`config.mk`:
```
export PLATFORM = sky130hd
export DESIGN_NAME = ysyx_22040365_lsu
export DESIGN_NICKNAME = d
export VERILOG_FILES = /design/src/rtl/ysyx_22040365_lsu.sv
export SDC_FILE = /design/constraint.sdc
export NUM_CORES = 1
export LEC_CHECK = 0
export ABC_AREA = 1
export CELL_PAD_IN_SITES_DETAIL_PLACEMENT = 1
export CELL_PAD_IN_SITES_GLOBAL_PLACEMENT = 1
export CORE_ASPECT_RATIO = 0.75
export CORE_MARGIN = 10
export CORE_UTILIZATION = 25
export DETAILED_ROUTE_END_ITERATION = 6
export GPL_TIMING_DRIVEN = 1
export HOLD_SLACK_MARGIN = 0.1
export PLACE_DENSITY_LB_ADDON = 0.05
export SYNTH_ARGS = -nofsm -noshare
export SYNTH_HDL_FRONTEND = slang
export SYNTH_SLANG_ARGS = --single-unit
export TNS_END_PERCENT = 1
```
`constraint.sdc`:
```
create_clock -name clk -period 2.55 [get_ports clk]
set_input_delay 0.3825 -clock clk [delete_from_list [all_inputs] [get_ports clk]]
set_output_delay 0.3825 -clock clk [all_outputs]
set_load 0.02 [all_outputs]
```
`src/rtl/ysyx_22040365_lsu.sv`:
```
// Memory-access stage: issues one data-memory request per load/store, aligns and extends load
// data, and registers the stage-78 result bundle consumed by MEM/WB.
module ysyx_22040365_lsu (
    input  logic        clk,
    input  logic        rst,
    input  logic        in_valid,
    output logic        in_ready,
    input  logic [63:0] in_result,
    input  logic [63:0] in_wdata,
    input  logic        in_mem_rd,
    input  logic        in_mem_wr,
    input  logic [2:0]  in_funct3,
    input  logic        in_rd_en,
    input  logic [4:0]  in_rd_addr,
    input  logic [31:0] in_inst,
    input  logic [63:0] in_pc,
    output logic        mem_req_valid,
    input  logic        mem_req_ready,
    output logic [63:0] mem_req_addr,
    output logic        mem_req_wen,
    output logic [63:0] mem_req_wdata,
    output logic [7:0]  mem_req_wmask,
    input  logic        mem_rsp_valid,
    input  logic [63:0] mem_rsp_rdata,
    output logic        valid_78,
    output logic [63:0] result_78,
    output logic        rd_en_78,
    output logic [4:0]  rd_addr_78,
    output logic [31:0] inst_78,
    output logic [63:0] pc_78,
    output logic        mis_78
);

    typedef enum logic [1:0] {StIdle, StReq, StWait} state_e;

    state_e state_q, state_d;
    logic   init_q;

    // Request holding registers
    logic [63:0] hold_addr_q;
    logic        hold_wen_q;
    logic [63:0] hold_wdata_q;
    logic [7:0]  hold_wmask_q;
    logic [2:0]  hold_funct3_q;
    logic        hold_rd_en_q;
    logic [4:0]  hold_rd_addr_q;
    logic [31:0] hold_inst_q;
    logic [63:0] hold_pc_q;

    // Output bundle registers
    logic        out_valid_q;
    logic [63:0] out_result_q;
    logic        out_rd_en_q;
    logic [4:0]  out_rd_addr_q;
    logic [31:0] out_inst_q;
    logic [63:0] out_pc_q;
    logic        out_mis_q;

    logic        accept;
    logic        is_mem;
    logic        illegal;
    logic        misalign;
    logic        fault;
    logic [2:0]  off_in;
    logic [7:0]  byte_mask;
    logic [7:0]  st_wmask;
    logic [63:0] st_wdata;
    logic [63:0] ld_shifted;
    logic [63:0] ld_data;

    logic        capture;
    logic        emit;
    logic        emit_from_hold;
    logic [63:0] emit_result;
    logic        emit_rd_en;
    logic        emit_mis;

    // in_ready stays low during reset and the first cycle after release.
    assign in_ready = (state_q == StIdle) && init_q;
    assign accept   = in_valid && in_ready;
    assign is_mem   = in_mem_rd || in_mem_wr;
    assign off_in   = in_result[2:0];

    assign illegal  = (in_mem_rd && (in_funct3 == 3'b111)) || (in_mem_wr && in_funct3[2]);
    always_comb begin
        misalign = 1'b0;
        unique case (in_funct3[1:0])
            2'b00: misalign = 1'b0;
            2'b01: misalign = off_in[0];
            2'b10: misalign = |off_in[1:0];
            2'b11: misalign = |off_in;
            default: misalign = 1'b0;
        endcase
    end
    assign fault = is_mem && (illegal || misalign);

    always_comb begin
        byte_mask = 8'h00;
        unique case (in_funct3[1:0])
            2'b00: byte_mask = 8'h01;
            2'b01: byte_mask = 8'h03;
            2'b10: byte_mask = 8'h0F;
            2'b11: byte_mask = 8'hFF;
            default: byte_mask = 8'h00;
        endcase
    end
    assign st_wmask = byte_mask << off_in;
    assign st_wdata = in_wdata << {off_in, 3'b000};

    assign ld_shifted = mem_rsp_rdata >> {hold_addr_q[2:0], 3'b000};
    always_comb begin
        ld_data = ld_shifted;
        case (hold_funct3_q)
            3'b000: ld_data = {{56{ld_shifted[7]}}, ld_shifted[7:0]};
            3'b001: ld_data = {{48{ld_shifted[15]}}, ld_shifted[15:0]};
            3'b010: ld_data = {{32{ld_shifted[31]}}, ld_shifted[31:0]};
            3'b011: ld_data = ld_shifted;
            3'b100: ld_data = {56'b0, ld_shifted[7:0]};
            3'b101: ld_data = {48'b0, ld_shifted[15:0]};
            3'b110: ld_data = {32'b0, ld_shifted[31:0]};
            default: ld_data = ld_shifted;
        endcase
    end

    // FSM state register
    always_ff @(posedge clk or negedge rst) begin
        if (!rst) begin
            state_q <= StIdle;
            init_q  <= 1'b0;
        end else begin
            state_q <= state_d;
            init_q  <= 1'b1;
        end
    end

    // FSM next state
    always_comb begin
        state_d = state_q;
        unique case (state_q)
            StIdle: if (accept && is_mem && !fault) state_d = StReq;
            StReq:  if (mem_req_ready) state_d = hold_wen_q ? StIdle : StWait;
            StWait: if (mem_rsp_valid) state_d = StIdle;
            default: state_d = StIdle;
        endcase
    end

    // FSM outputs
    always_comb begin
        capture        = 1'b0;
        emit           = 1'b0;
        emit_from_hold = 1'b0;
        emit_result    = in_result;
        emit_rd_en     = 1'b0;
        emit_mis       = 1'b0;
        mem_req_valid  = 1'b0;
        unique case (state_q)
            StIdle: begin
                if (accept) begin
                    if (!is_mem) begin
                        emit       = 1'b1;
                        emit_rd_en = in_rd_en;
                    end else if (fault) begin
                        emit     = 1'b1;
                        emit_mis = 1'b1;
                    end else begin
                        capture = 1'b1;
                    end
                end
            end
            StReq: begin
                mem_req_valid = 1'b1;
                if (mem_req_ready && hold_wen_q) begin
                    emit           = 1'b1;
                    emit_from_hold = 1'b1;
                    emit_result    = hold_addr_q;
                end
            end
            StWait: begin
                if (mem_rsp_valid) begin
                    emit           = 1'b1;
                    emit_from_hold = 1'b1;
                    emit_result    = ld_data;
                    emit_rd_en     = hold_rd_en_q;
                end
            end
            default: ;
        endcase
    end

    always_ff @(posedge clk or negedge rst) begin
        if (!rst) begin
            hold_addr_q    <= '0;
            hold_wen_q     <= 1'b0;
            hold_wdata_q   <= '0;
            hold_wmask_q   <= '0;
            hold_funct3_q  <= '0;
            hold_rd_en_q   <= 1'b0;
            hold_rd_addr_q <= '0;
            hold_inst_q    <= '0;
            hold_pc_q      <= '0;
        end else if (capture) begin
            hold_addr_q    <= in_result;
            hold_wen_q     <= in_mem_wr;
            hold_wdata_q   <= in_mem_wr ? st_wdata : 64'b0;
            hold_wmask_q   <= in_mem_wr ? st_wmask : 8'b0;
            hold_funct3_q  <= in_funct3;
            hold_rd_en_q   <= in_rd_en && in_mem_rd;
            hold_rd_addr_q <= in_rd_addr;
            hold_inst_q    <= in_inst;
            hold_pc_q      <= in_pc;
        end
    end

    assign mem_req_addr  = {hold_addr_q[63:3], 3'b000};
    assign mem_req_wen   = hold_wen_q;
    assign mem_req_wdata = hold_wdata_q;
    assign mem_req_wmask = hold_wmask_q;

    always_ff @(posedge clk or negedge rst) begin
        if (!rst) begin
            out_valid_q   <= 1'b0;
            out_result_q  <= '0;
            out_rd_en_q   <= 1'b0;
            out_rd_addr_q <= '0;
            out_inst_q    <= '0;
            out_pc_q      <= '0;
            out_mis_q     <= 1'b0;
        end else begin
            out_valid_q <= emit;
            if (emit) begin
                out_result_q  <= emit_result;
                out_rd_en_q   <= emit_rd_en;
                out_mis_q     <= emit_mis;
                out_rd_addr_q <= emit_from_hold ? hold_rd_addr_q : in_rd_addr;
                out_inst_q    <= emit_from_hold ? hold_inst_q : in_inst;
                out_pc_q      <= emit_from_hold ? hold_pc_q : in_pc;
            end
        end
    end

    assign valid_78   = out_valid_q;
    assign result_78  = out_result_q;
    assign rd_en_78   = out_valid_q && out_rd_en_q;
    assign rd_addr_78 = out_rd_addr_q;
    assign inst_78    = out_inst_q;
    assign pc_78      = out_pc_q;
    assign mis_78     = out_mis_q;

endmodule

```
== Yosys cells after proc, flatten, opt, wreduce, memory -nomap -nowiden ==
Cells that the tools add are included.
Word-level totals
  input port bits: 304
  flip-flop bits (word level): 413
  output and inout port bits: 307
  logic and storage cells: 90
Operators by class
  mux-type cells: 35
  equality and inequality tests: 14
  shift operators: 3
  reduce and logical (&&, ||, !) cells: 20
Operators with widths (number)
  $pmux 64 s6: 1
  $mux 64: 4
  $pmux 64 s2: 1
  $shl 64x6->64: 1
  $shr 64x6->64: 1
  $mux 32: 1
  $pmux 8 s4: 1
  $mux 1: 16
  $eq 3x3->1 const B: 4
  $logic_and 1x1->1: 10
  $mux 2: 4
  $mux 8: 1
  $shl 8x3->8: 1
  $eq 2x2->1 const B: 3
  $pmux 2 s3: 1
  $mux 5: 1
  $eq 2x1->1 const B: 2
  $logic_not 2->1: 2
  $ne 2x2->1 const B: 2
  $pmux 1 s2: 2
  $pmux 1 s4: 1
  $eq 3x1->1 const B: 1
  $eq 3x2->1 const B: 1
  $logic_not 3->1: 1
  7 further kinds: 9

== Depth between registers and ports, before layout ==
  depth in word-level cells: 9
  depth in mapped cells: 14
  depth with buffers taken out: 12

== Worst setup path before layout ==
Ideal clock, no wire load.
  kind: flip-flop to flip-flop
  from: reg state_q[1]
  to: reg out_pc_q[0], in the netlist pc_78[0]
  stages on the path, launching flop included: 14
  arrival time: 1.954 ns
  buffers on the path: 2
  slack: 0.480 ns
  required time: 2.434 ns
  library setup time: 0.116 ns
  period minus slack after synthesis: 2.070 ns
  cell sequence: dfrtp_1 -> inv_1 -> ha_1 -> inv_1 -> nor2_2 -> inv_1 -> nand2_1 -> nand2_1 -> buf_2 -> buf_1 -> nand2_1 -> o21ai_0 -> nand2_1 -> nand2_1
On the way
  longest elaborated chain between the ends: 5
  elaborated cells on any way between the ends: 9
  those cells by class: 2 x eq/ne; 4 x mux; 3 x reduce/logical
Ends and longest elaborated chain
  start, declared: RTL line 36  | state_e state_q, state_d;
  start signal, assigned: RTL line 128  | state_q <= StIdle;
  start signal, assigned: RTL line 131  | state_q <= state_d;
  $logic_not 2->1: RTL line 79, 156
  $logic_and 1x1->1: RTL line 79  | assign in_ready = (state_q == StIdle) && init_q;
  $logic_and 1x1->1: RTL line 80  | assign accept = in_valid && in_ready;
  $mux 1: RTL line 158  | if (accept) begin
  $pmux 1 s3: RTL line 156  | unique case (state_q)
  end signal, assigned: RTL line 236  | out_pc_q <= emit_from_hold ? hold_pc_q : in_pc;
  end, declared: RTL line 56  | logic [63:0] out_pc_q;
Several ways; a longest one is shown, not always the timed one.
A chain may end at the register's enable or synchronous reset.

== Worst setup path after layout ==
  from: reg state_q[0]
  to: out in_ready
On the way
  longest elaborated chain between the ends: 2
Ends and longest elaborated chain
  $logic_not 2->1: RTL line 79
  $logic_and 1x1->1: RTL line 79
  end, declared: RTL line 7  | output logic in_ready,
No other way between the ends.

==> summary.md <==
| Metric | Value |
|---|---|
| Synth top area cells | `dfrtp_1 45%, nand2_1 21%, o21ai_0 7.7%, nand3_1 3.5%, inv_1 3.5%` |
| Setup Fix Bufs, Post-CTS | `0` |
| Met2 usage | `34.5%` |
| Vias | `23100` |
| Worst hold path class | `input pin to register` |
| Synth area leader | `dfrtp_1` |
| Finished Core Util | `35.3%` |
| Setup TNS | `0 ns` |
| Count of nets after finishing | `3925` |
| Setup CP Type | `register to output port` |
| First-pass GRT wire length | `162 mm` |
| Primary FF master, synth | `dfrtp_1` |
| Reg2reg path depth | `11` |
| Cell count after synthesis | `3143` |
| Synth top cells by count | `1299 x nand2_1, 413 x dfrtp_1, 351 x o21ai_0` |
| Vias in the first global route | `24800` |
| GR Overflow Total | `0` |
| Die ar. | `103000 µm²` |
| Share of layout cells above drive strength 1 | `5.74%` |
| Clk sink count | `413` |
| Cell area after synthesis | `22700 µm²` |
| CTS max path bufs | `3` |
| Slew Viols, Final | `0` |
| Outcome | `finished, final reports clean` |
| GRT busiest layer | `met2` |
| GRT met1 Usage | `25.2%` |
| Most common cell in the netlist | `nand2_1` |
| Initial Util | `25.3%` |
| Fmax achieved | `421 MHz` |
| Dpl hpwl | `80.7 mm` |
| Final worst path period share | `93.2%` |
| Total CTS buffers | `52` |
| Reg2reg setup slack | `0.20 ns` |
| Hold path depth | `4` |
| GPL Wtd Cong | `0.858` |
| All-Layer GR Usage | `20.3%` |
| Minimum clock period | `2.38 ns` |
| PwrDens | `1230 nW/µm²` |
| Clk pin slew, worst setup/hold paths | `0.06 ns` |
| Max Cap Viol | `0` |
| Seq cells post-synth | `413` |
| Synth async-reset ratio | `100%` |
| GR Util met3 | `5.49%` |
| Drt total wl | `108 mm` |
| Post-synth EDFFs | `0` |
| Crit Path Max Fanout | `4` |
| Final setup vio count | `0` |
| Leak pwr | `15.0 nW` |
| Largest net degree at the start of global routing | `93` |
| DIE HEIGHT | `281 µm` |
| First-pass iteration count of the detailed router | `5` |
| First DRT Iteration DRCs | `1346` |
| # DRC | `0` |
| Top cell type's share of synthesized area | `45.5%` |
| Sequential element share of the synthesized area | `45.5%` |
| Dpl cells | `4773` |
| Cell variety after synth | `43` |
| Worst endpoint required time | `2.17 ns` |
| Syn. warnings | `0` |
| # rows | `95` |
| Max-slew headroom | `52.5%` |
| Core Box Area | `89900 µm²` |
| Detail Route Antenna Nets | `0` |
| Final std cells w/o fill | `4877` |
| Average size of a mapped cell | `7.23 µm²` |
| Layout area overhead | `39.5%` |
| Critical Path End Type | `output port` |
| CTS tree | `yes` |
| Worst setup SP type | `register` |
| Wire length per cell | `22.2 µm` |
| I/O Buffers | `607` |
| H-Tree Depth | `2` |
| Die X | `368 µm` |
| Clock Tree Root | `clkbuf_16` |
| Via density | `4.74` |
| Arr. time, crit path | `2.00 ns` |
| RSZ-0062 raised after global routing | `no` |
| VDD IR max | `0.583 mV` |
| Worst-Skew Late Latency | `0.62 ns` |
| Hold Vio Cnt, Final | `0` |
| Worst Clk Skew | `0.0193 ns` |
| Slew @ Worst Pin | `0.712 ns` |
| Initial antenna violation count | `21` |
| Ports | `611` |
-- registers in the layout, summed over array words and instances, names as in the netlist, 2 cells and up --
name            count
hold_rd_addr_q      5
state_q             2
mem_req_wdata      64
hold_inst_q        32
inst_78            32
pc_78              64
result_78          64
rd_addr_78          5
hold_addr_q        64
hold_funct3_q       3
hold_pc_q          64
mem_req_wmask       8
-- where the power goes --
group | switching, mW | internal, mW | total [mW]
registers | 1.82 | 9.49 | 11.3
clock network | 3.23 | 4.62 | 7.85
logic | 12.2 | 7.60 | 19.8
total | 17.2 | 21.7 | 38.9
-- kinds of logic (layout without fill, tap and decap cells) --
kind of cell / Yosys count / in the layout / share of synthesized area, %
DFF: 413 / 413 / 45.5
AOI/OAI and AO/OA: 673 / 673 / 16.4
adders and majority gates: 5 / 5 / 0.275
buffers and inverters: 503 / 1014 / 10.6
muxes: 12 / 12 / 0.529
other: 2 / 13 / 0.0331
and+or+nand+nor: 1535 / 1535 / 26.7
-- per-stage QoR --
step           hold WS, ns  power (mW)  instance area (µm²)  setup WS [ns]
3_5_place_dp         0.353        31.5                29900         0.0582
5_1_grt              0.160        41.9                31700         0.0413
4_1_cts              0.123        39.6                31700          0.104
6_report             0.153        38.9                31700          0.172
2_1_floorplan       0.0869        22.4                22700          0.480
3_3_place_gp         0.348        31.1                29900         0.0931
-- final cells by class --
type / count / area, µm²
repair buffers: 698 / 7190
well taps: 1212 / 1520
multi-input cells: 2229 / 10000
diodes: 9 / 22.5
clock inverters: 17 / 225
fillers: 10800 / 58200
clock buffers: 77 / 1560
inverters: 222 / 845
flip-flops and latches: 413 / 10300
-- metal layers --
metal  wire length, µm  vias to the layer above
met1             46600                    11500
met2             52400                      468
met5               167                        -
met3              6850                      145
met4              2460                       24
li1                  -                    11000
-- path summary, 6_finish.rpt --
kind                         startpoint               end
max                          state_q[0]          in_ready
min                        in_result[1]  mem_req_wdata[6]
max reg2reg                  state_q[0]     result_78[20]
min reg2reg                   pc_78[27]         pc_78[27]
max in group asynchronous           rst         pc_78[18]
min in group asynchronous           rst     result_78[26]
-- cell usage in the layout (no fill, tap or decap), types with 12 or more instances in the layout --
master           instances
a21oi_1                114
a221oi_1                51
buf_12                  35
buf_4                   55
clkbuf_16               52
clkbuf_8                16
clkdlybuf4s50_1        602
dfrtp_1                412
inv_1                  211
mux2i_1                 12
nand2_1               1297
nand3_1                161
nor2_1                  51
o211ai_1                24
o21ai_0                351
o21ai_1                 97
-- critical path: stages (launching register included) --
cell and delay [ns]:
dfrtp_1 0.42, inv_1 0.15, ha_1 0.23, nand2_1 0.09
inv_1 0.08, dlygate4sd2_1 0.42
-- timing repair --
action,in CTS,in global routing
setup endpoints to repair,2,0
hold buffers,1,0
endpoints found under the hold margin,42,0
gates resized for setup,2,0
Note: power is estimated with default switching activity, not from simulation.
